File: src/rtl/bcd_to_binary_pkg.sv
// Shared widths, limits and FSM encoding for the BCD-to-binary converter.
package bcd_to_binary_pkg;

    localparam int BCD_DIGIT_W   = 4;
    localparam int BIN_W         = 7;
    localparam int SHIFT_STEPS   = 7;
    localparam int BCD_MAX_DIGIT = 9;
    localparam int CNT_W         = 3;
    localparam int SCRATCH_W     = 2 * BCD_DIGIT_W + BIN_W;

    typedef enum logic [1:0] {
        ST_IDLE  = 2'd0,
        ST_SHIFT = 2'd1,
        ST_DONE  = 2'd2
    } state_e;

    function automatic logic digit_invalid(input logic [BCD_DIGIT_W-1:0] d);
        return d > BCD_DIGIT_W'(BCD_MAX_DIGIT);
    endfunction

endpackage

File: src/rtl/bcd_digit_adjust.sv
// Reverse double-dabble correction for one BCD digit: undo the +3 bias
// once a shifted digit has reached 8 or more.
module bcd_digit_adjust
    import bcd_to_binary_pkg::*;
(
    input  logic [BCD_DIGIT_W-1:0] d_i,
    output logic [BCD_DIGIT_W-1:0] d_o
);

    assign d_o = (d_i >= BCD_DIGIT_W'(8)) ? d_i - BCD_DIGIT_W'(3) : d_i;

endmodule

File: src/rtl/bcd_to_binary.sv
// Two-digit BCD to 7-bit binary converter using a serial reverse
// double-dabble over seven shift steps, with clock enable and error flagging.
module bcd_to_binary
    import bcd_to_binary_pkg::*;
(
    input  logic                   clk,
    input  logic                   rst_n,
    input  logic                   ena,
    input  logic                   i_start,
    input  logic [BCD_DIGIT_W-1:0] i_bcd_msb,
    input  logic [BCD_DIGIT_W-1:0] i_bcd_lsb,
    output logic                   o_busy,
    output logic                   o_done,
    output logic                   o_error,
    output logic [BIN_W-1:0]       o_binary
);

    state_e               state_q, state_d;
    logic [CNT_W-1:0]     cnt_q, cnt_d;
    logic [SCRATCH_W-1:0] scratch_q, scratch_d;
    logic                 busy_q, busy_d;
    logic                 done_q, done_d;
    logic                 error_q, error_d;
    logic [BIN_W-1:0]     binary_q, binary_d;

    logic [SCRATCH_W-1:0]   shifted;
    logic [SCRATCH_W-1:0]   shift_next;
    logic [BCD_DIGIT_W-1:0] adj_msb, adj_lsb;
    logic                   accept;
    logic                   digits_bad;

    assign shifted    = scratch_q >> 1;
    assign digits_bad = digit_invalid(i_bcd_msb) || digit_invalid(i_bcd_lsb);
    // A start coinciding with the o_done pulse is dropped, not deferred.
    assign accept     = i_start && !done_q;

    bcd_digit_adjust u_adj_msb (
        .d_i (shifted[SCRATCH_W-1 -: BCD_DIGIT_W]),
        .d_o (adj_msb)
    );

    bcd_digit_adjust u_adj_lsb (
        .d_i (shifted[BIN_W +: BCD_DIGIT_W]),
        .d_o (adj_lsb)
    );

    assign shift_next = {adj_msb, adj_lsb, shifted[BIN_W-1:0]};

    // State register; ena gates every state update, including the done pulse.
    always_ff @(posedge clk or negedge rst_n) begin
        // NOTE: sequential state uses non-blocking assignments so every
        // register samples the pre-edge values of its neighbours.
        if (!rst_n) begin
            state_q   <= ST_IDLE;
            cnt_q     <= '0;
            scratch_q <= '0;
            busy_q    <= 1'b0;
            done_q    <= 1'b0;
            error_q   <= 1'b0;
            binary_q  <= '0;
        end else if (ena) begin
            state_q   <= state_d;
            cnt_q     <= cnt_d;
            scratch_q <= scratch_d;
            busy_q    <= busy_d;
            done_q    <= done_d;
            error_q   <= error_d;
            binary_q  <= binary_d;
        end
    end

    always_comb begin
        // NOTE: default assignment first, so no path through the case leaves
        // state_d unassigned and infers a latch.
        state_d = state_q;
        unique case (state_q)
            ST_IDLE:  if (accept) state_d = digits_bad ? ST_DONE : ST_SHIFT;
            ST_SHIFT: if (cnt_q == CNT_W'(SHIFT_STEPS - 1)) state_d = ST_DONE;
            ST_DONE:  state_d = ST_IDLE;
            default:  state_d = ST_IDLE;
        endcase
    end

    always_comb begin
        cnt_d     = cnt_q;
        scratch_d = scratch_q;
        busy_d    = busy_q;
        done_d    = 1'b0;
        error_d   = error_q;
        binary_d  = binary_q;
        unique case (state_q)
            ST_IDLE: begin
                if (accept) begin
                    scratch_d = {i_bcd_msb, i_bcd_lsb, {BIN_W{1'b0}}};
                    cnt_d     = '0;
                    busy_d    = 1'b1;
                    error_d   = digits_bad;
                    if (digits_bad) binary_d = '0;
                end
            end
            ST_SHIFT: begin
                scratch_d = shift_next;
                cnt_d     = cnt_q + CNT_W'(1);
            end
            ST_DONE: begin
                binary_d = error_q ? '0 : scratch_q[BIN_W-1:0];
                done_d   = 1'b1;
                busy_d   = 1'b0;
            end
            default: ;
        endcase
    end

    assign o_busy   = busy_q;
    assign o_done   = done_q;
    assign o_error  = error_q;
    assign o_binary = binary_q;

endmodule

File: config.mk
export PLATFORM = sky130hd
export DESIGN_NAME = bcd_to_binary
export DESIGN_NICKNAME = d
export VERILOG_FILES = /design/src/rtl/bcd_to_binary_pkg.sv /design/src/rtl/bcd_digit_adjust.sv /design/src/rtl/bcd_to_binary.sv
export SDC_FILE = /design/constraint.sdc
export NUM_CORES = 1
export LEC_CHECK = 0
export BUFFER_PORTS_ARGS = -buffer_cell sky130_fd_sc_hd__buf_2
export CORE_ASPECT_RATIO = 0.7
export CORE_MARGIN = 10
export CORE_UTILIZATION = 50
export CTS_BUF_LIST = sky130_fd_sc_hd__clkbuf_2
export DETAILED_ROUTE_END_ITERATION = 6
export GPL_TIMING_DRIVEN = 1
export HOLD_SLACK_MARGIN = 0.08
export PLACE_DENSITY = 0.72
export SLEW_MARGIN = 15
export SYNTH_ARGS = -nofsm -noshare
export SYNTH_HDL_FRONTEND = slang
export SYNTH_SLANG_ARGS = --single-unit
File: constraint.sdc
create_clock -name clk -period 1.7 [get_ports clk]
set_input_delay 0.17 -clock clk [delete_from_list [all_inputs] [get_ports clk]]
set_output_delay 0.17 -clock clk [all_outputs]
set_load 0.02 [all_outputs]
==> metrics.md, run 1 <==
| Metric | Value |
|---|---|
| CP Cell Sequence | nand2b_2 -> a21o_1 -> a21o_1 -> a22o_1 |
| Ant diodes | 0 |
| Worst Hold Depth | 3 |
| Final period util | 0.858 |
| CTS tree | done |
| Area of the core | 2550 um^2 |
| CP startpoint kind | flop |
| Post-synth EDFFs | 0 |
| Placed inst area | 1540 um^2 |
| Reg2reg end | o_binary[6]$_DFFE_PN0P_ |
| Height of the die | 64.1 um |
| Total length of routed wires | 3010 um |
| Die Width | 83.0 um |
| Top cells by area, synth | dfrtp_1, nand2_1, a22o_1, o21ai_1, ha_1 |
| # DRC | 0 |
| Layout cells sized above 1 | 0.224 |
| Avg Inst Size Synth | 10.4 um^2 |
| Hold Buf Count CTS | 8 |
| Power per cell area | 1570 nW/um^2 |
| Initial core utilization | 0.545 |
| WHS | 0.0998 ns |
| Final Hold Viols | 0 |
| Leakage power | 0.826 nW |
| Worst-margin pin slew | 0.649 ns |
| Port Buffers | 21 |
| Syn Nets | 150 |
| Yosys reg bits | 30 |
| Headroom to the max-slew limit | 0.567 |
| Final antenna-violating net count | 0 |
| Type of the tightest min-delay check | primary input to flop |
| Final Skew | 0.0248 ns |
| Post-DP HPWL | 2200 um |
| GR Overflow Total | 0 |
| Fin cells | 204 |
| FF-to-FF path depth | 4 |
| Final Max Slew Viols | 0 |
| WHS Endpoint | scratch_q[13]$_DFFE_PN0P_ |
| Worst R2R Setup Slack | 0.24 ns |
| Post-CTS Setup Inserts | 0 |
| Vias in the first global route | 1,134 |
| Clk buf depth | 2 |
| Critical Path RT | 1.99 ns |
| Vias | 1,086 |
| Clock sinks | 30 |
| Avg WL per Cell | 14.7 um |
| Outcome | complete, no violations |
| Post-placement cell count | 187 |
| Synth area leader | dfrtp_1 |
| Root buffer cell | clkbuf_2 |
| Main flop type after synthesis | dfrtp_1 |
| # fillers | 230 |
| H-tree levels | 2 |
| Final instance area | 1670 um^2 |
| I/O pins | 22 |
| Max Fanout on Critical Path | 7 |
| RSZ-0062 raised after global routing | false |
| GPL Wtd Cong | 0.772 |
| Peak Freq | 686 MHz |
| Rows | 15 |
| Router iterations before antenna repair | 4 |
| Synth unique cells | 29 |
| DR iter-0 viols | 76 |
| Syn Inst Count | 134 |
| P&R area growth vs syn | 20.3% |
| Post-Syn Area | 1390 um^2 |
| Most common cell type on the critical path | a21o_1 |
| Fin nets | 185 |
| Clock slew at reported path FFs | 0.17 ns |
| Min cycle time layout | 1.46 ns |
| VDD IR max | 620 uV |
| Worst path arrival time | 1.75 ns |
| CP max stage cell | dfrtp_1 |
| Initial antenna violation count | 0 |
| Post-synth top area share | 0.540 |
| CP Class | flop to flop |
| Vias/cell | 5.32 |
| Worst hold start | i_bcd_msb[2] |
| Final setup fails | 0 |
| First-pass GRT wire length | 5430 um |
| Max cap viols | 0 |
| Die area | 5320 um^2 |
| Largest net degree at the start of global routing | 31 |
| PostCTS Resize Cnt | 0 |
| TritonCTS Buffers | 5 |
| CP Capture Type | flop |
| Seq/Total Area, Yosys | 0.540 |
| Share of flip-flops with an asynchronous set or reset | 1.00 |
| Ys Warns | 0 |
| Max stage delay on crit path | 0.48 ns |
| Worst r2r src | state_q[0]$_DFFE_PN0P_ |
| Total Routing Usage GR | 0.122 |
| Clk_lat worst skew | 0.39 ns |
| Setup TNS | 0 ns |
==> metrics by stage <==
stage           util  power, mW  worst slack [ns]
2_1_floorplan      -       1.98             0.309
5_1_grt        0.655       2.86             0.158
3_5_place_dp   0.604       2.29             0.275
6_report       0.655       2.63             0.242
3_3_place_gp   0.604       2.22             0.317
4_1_cts        0.651       2.65             0.244
==> layout by cell type, fill, tap and decap left out, drive strengths merged <==
cell / instances
or3: 1
and2: 1
inv: 6
dfrtp: 30
nand2b: 2
a21oi: 3
a21o: 3
o211ai: 1
dlygate4sd3: 9
o31a: 1
clkinvlp: 1
ha: 4
clkinv: 2
o21ai: 19
clkbuf: 5
o41ai: 1
nor3: 2
a31oi: 1
a22oi: 1
a31o: 1
nor2: 3
nor2b: 5
xor2: 1
mux2i: 5
a22o: 8
buf: 25
xnor2: 3
nand2: 25
a221o: 1
==> cells by family (layout without fill, tap and decap cells) <==
logic type	count (synthesis)	count (layout)	share of synthesized area
AOI/OAI and AO/OA	40	40	0.193
xor gates and xnor gates	4	4	0.0252
adders and majority gates	4	4	0.0360
buffers and inverters	12	48	0.0378
DFF	30	30	0.540
muxes	5	5	0.0360
and+or+nand+nor	39	39	0.132
==> cell type report <==
cell class              count  area [um^2]  area share
well taps                  34         42.5      0.0254
clock buffers               5         25.0      0.0150
multi-input cells          92          591       0.353
flip-flops and latches     30          751       0.449
clock inverters             3         16.3     0.00972
repair buffers             34          225       0.135
inverters                   6         22.5      0.0135
==> how the worst max path moves through the flow <==
stage,startpoint,end,cells after the start
after floorplan,o_done$_DFFE_PN0P_,o_binary[0]$_DFFE_PN0P_,4
after global placement,state_q[0]$_DFFE_PN0P_,o_binary[3]$_DFFE_PN0P_,4
after detailed placement,state_q[0]$_DFFE_PN0P_,o_binary[0]$_DFFE_PN0P_,4
after CTS,state_q[0]$_DFFE_PN0P_,o_binary[6]$_DFFE_PN0P_,4
after global routing,state_q[0]$_DFFE_PN0P_,o_binary[6]$_DFFE_PN0P_,4
final,state_q[0]$_DFFE_PN0P_,o_binary[6]$_DFFE_PN0P_,4
==> critical path: cells and delay by family, from the launching register on <==
kind	cells	cell delay [ns]
compound gates	3	0.64
flops	1	0.48
simple gates	1	0.23
==> where the power goes <==
| part | leakage (nW) | total (mW) | internal (mW) | switching [mW] |
|---|---|---|---|---|
| Sequential | 0.395 | 1.20 | 0.968 | 0.234 |
| Clock | 0.0264 | 0.353 | 0.0935 | 0.259 |
| Combinational | 0.405 | 1.08 | 0.466 | 0.612 |
| Total | 0.826 | 2.63 | 1.53 | 1.11 |
==> flip-flops by register name (all words and copies together), names as in the netlist <==
name and count:
o_binary 7, o_busy 1, state_q 2, scratch_q 15, o_error 1, cnt_q 3
o_done 1
==> synth_stat cells (2+ instances only) <==
master,count
buf_2,3
inv_1,6
nor3_2,2
dfrtp_1,30
a21oi_1,3
o21ai_0,7
nor2_1,3
nand2_1,25
mux2i_1,5
clkbuf_1,2
ha_1,4
o21ai_1,12
xnor2_1,3
a21o_1,3
a22o_1,8
nor2b_1,5
==> layer usage <==
metal	share of wire	GRT usage	wire, um
met1	0.46	0.151	1390
met2	0.44	0.184	1310
met5	0	0	0
met3	0.091	0.0443	275
met4	0.012	0.0614	36
Power figures use the tool's default switching activity.
==> run 2: changes to the inputs <==
--- a/config.mk
+++ b/config.mk
@@ -7,7 +7,7 @@
 export LEC_CHECK = 0
 export BUFFER_PORTS_ARGS = -buffer_cell sky130_fd_sc_hd__buf_2
 export CORE_ASPECT_RATIO = 0.7
-export CORE_MARGIN = 10
+export CORE_MARGIN = 2
 export CORE_UTILIZATION = 50
 export CTS_BUF_LIST = sky130_fd_sc_hd__clkbuf_2
 export DETAILED_ROUTE_END_ITERATION = 6
==> constraint.sdc (replaced) <==
create_clock -name clk -period 1.9 [get_ports clk]
set_input_delay 0.19 -clock clk [delete_from_list [all_inputs] [get_ports clk]]
set_output_delay 0.19 -clock clk [all_outputs]
set_load 0.02 [all_outputs]
==> metrics.md, run 2 (synthesized netlist as in run 1, its figures left out) <==
| Metric | Value |
|---|---|
| Rows | 15 (unchanged) |
| Min cycle time layout | 1.58 ns (+0.124 ns) |
| P&R area growth vs syn | 14.8% |
| Final Skew | 0.0138 ns (-0.0110 ns) |
| Ant diodes | 0 (unchanged) |
| Critical Path RT | 2.19 ns (+0.20 ns) |
| TritonCTS Buffers | 5 (unchanged) |
| CTS tree | done |
| Max reg flops | 15 (unchanged) |
| PostCTS Resize Cnt | 0 (unchanged) |
| Crit-path leading delay family | compound AO/OA/AOI/OAI gates |
| Port Buffers | 21 (unchanged) |
| Worst path arrival time | 1.87 ns (+0.12 ns) |
| CP Class | flop to flop |
| Top sig layer | met4 |
| Avg WL per Cell | 14.5 um (-1.9%) |
| Router iterations before antenna repair | 4 (unchanged) |
| Post-placement cell count | 185 (-1.1%) |
| Layout cells sized above 1 | 0.222 (-0.00131) |
| Buf+Inv Stages, Crit Path | 1 (+1) |
| RSZ-0062 raised after global routing | false |
| Final Max Slew Viols | 0 (unchanged) |
| Vias | 1,055 (-2.9%) |
| Root buffer cell | clkbuf_2 |
| Largest net degree at the start of global routing | 31 (unchanged) |
| Worst-margin pin slew | 0.651 ns (+0.00159 ns) |
| Final setup fails | 0 (unchanged) |
| Final Hold Viols | 0 (unchanged) |
| Final period util | 0.833 (-0.0252) |
| Setup TNS | 0 ns (unchanged) |
| CP Capture Type | flop |
| Outcome | complete, no violations |
| Clk buf depth | 2 (unchanged) |
| Headroom to the max-slew limit | 0.566 (-0.00112) |
| Clock slew at reported path FFs | 0.15 ns (-0.02 ns) |
| VDD IR max | 548 uV (-12%) |
| GR Overflow Total | 0 (unchanged) |
| # fillers | 224 (-2.6%) |
| CP max stage cell | o21ai_2 |
| WL met3 | 177 um (-36%) |
| Height of the die | 48.1 um (-25%) |
| GPL Wtd Cong | 0.799 (+3.5%) |
| Max Fanout on Critical Path | 16 (+9) |
| Type of the tightest min-delay check | primary input to flop |
| Commonest non-fill, non-tap cell in the layout | dfrtp_1 |
| Fin cells | 196 (-3.9%) |
| DR iter-0 viols | 52 (-32%) |
| Total length of routed wires | 2840 um (-5.7%) |
| I/O pins | 22 (unchanged) |
| Max stage delay on crit path | 0.56 ns (+0.08 ns) |
| Most frequent cells in the layout | dfrtp_1, nand2_1, buf_2, o21ai_1, a22o_1 |
| First-pass GRT wire length | 4620 um (-15%) |
| # DRC | 0 (unchanged) |
| Vias in the first global route | 999 (-12%) |
| Final antenna-violating net count | 0 (unchanged) |
| Die Width | 67.0 um (-19%) |
| H-tree levels | 2 (unchanged) |
| Fin nets | 177 (-4.3%) |
| Routed wl met2 | 1270 um (-3.0%) |
| Peak Freq | 632 MHz (-7.8%) |
| Initial antenna violation count | 0 (unchanged) |
| Die area | 3220 um^2 (-39%) |
| Leakage power | 0.794 nW (-3.8%) |
| Initial core utilization | 0.545 (unchanged) |
| Vias/cell | 5.38 (+1.1%) |
| Largest register by flop count | scratch_q |
| CP Cell Sequence | o21ai_2 -> buf_4 -> nand2_1 -> o21ai_1 |
| Post-DP HPWL | 2040 um (-7.4%) |
| Max cap viols | 0 (unchanged) |
| Met1 wire length | 1360 um (-2.1%) |
| Clk_lat worst skew | 0.37 ns (-0.02 ns) |
| Clock sinks | 30 (unchanged) |
| Total Routing Usage GR | 0.202 (+0.0802) |
| Power per cell area | 1460 nW/um^2 (-7.5%) |
| Area of the core | 2550 um^2 (unchanged) |
| CP startpoint kind | flop |
==> run 2: cell count changes in the layout (fill, tap and decap cells not counted), sizes merged <==
cell         previous run  this run
clkinvlp                1         0
dlygate4sd3             9         3
clkbuf                  5         6
buf                    25        23
==> run 2: power by group <==
part / total, mW / switching [mW] / leakage (nW) / internal [mW]
clock network: 0.306 / 0.216 / 0.0304 / 0.0903
registers: 1.08 / 0.216 / 0.395 / 0.866
logic: 0.934 / 0.538 / 0.369 / 0.397
total: 2.32 / 0.969 / 0.794 / 1.35
==> run 2: final cells by class <==
cell class	instances	area (um^2)	area share
timing repair buffer	26	150	0.0941
clock inverter	2	8.76	0.00549
tap	34	42.5	0.0267
inverter	6	22.5	0.0141
multi-input combinational	92	591	0.370
sequential	30	751	0.471
clock buffer	6	30.0	0.0188
==> run 2: worst reg2reg max path, delay by kind of cell, from the launching register on <==
kind,cells,cell delay (ns)
simple gates,1,0.08
compound gates,2,0.64
flops,1,0.47
buf+inv,1,0.31
==> run 2: per-stage QoR <==
step                      power (mW)  setup WS [ns]  hold WS [ns]  cell area (um^2)  utilization
after floorplan                 1.77          0.509        -0.106              1390            -
after CTS                       2.34          0.312        0.0845              1600        0.625
final                           2.32          0.318        0.0976              1600        0.625
after global placement          1.96          0.414         0.247              1530        0.598
after global routing            2.50          0.173        0.0970              1600        0.625
after detailed placement        2.03          0.355         0.255              1530        0.598
==> run 2: metal layers <==
layer | global-route usage | vias up
li1 | - | 514
met4 | 0.0980 | 0
met3 | 0.0600 | 4
met2 | 0.309 | 26
met5 | 0 | -
met1 | 0.271 | 511
==> run 2: timing repair <==
action                                 4_1_cts  5_1_grt
setup buffers                                0        0
endpoints found under the hold margin       32        0
setup endpoints to repair                    0        0
hold buffers                                 3        0
==> run 2: final timing paths <==
| check | cells after the start | from | endpoint | slack [ns] |
|---|---|---|---|---|
| max | 4 | state_q[0]$_DFFE_PN0P_ | cnt_q[0]$_DFFE_PN0P_ | 0.32 |
| min | 3 | i_bcd_msb[0] | scratch_q[11]$_DFFE_PN0P_ | 0.1 |
| max reg2reg | 4 | state_q[0]$_DFFE_PN0P_ | cnt_q[0]$_DFFE_PN0P_ | 0.32 |
| min reg2reg | 1 | o_busy$_DFFE_PN0P_ | o_busy$_DFFE_PN0P_ | 0.49 |
| max in group asynchronous | 2 | rst_n | scratch_q[10]$_DFFE_PN0P_ | 1.11 |
| min in group asynchronous | 2 | rst_n | o_binary[4]$_DFFE_PN0P_ | 0.35 |
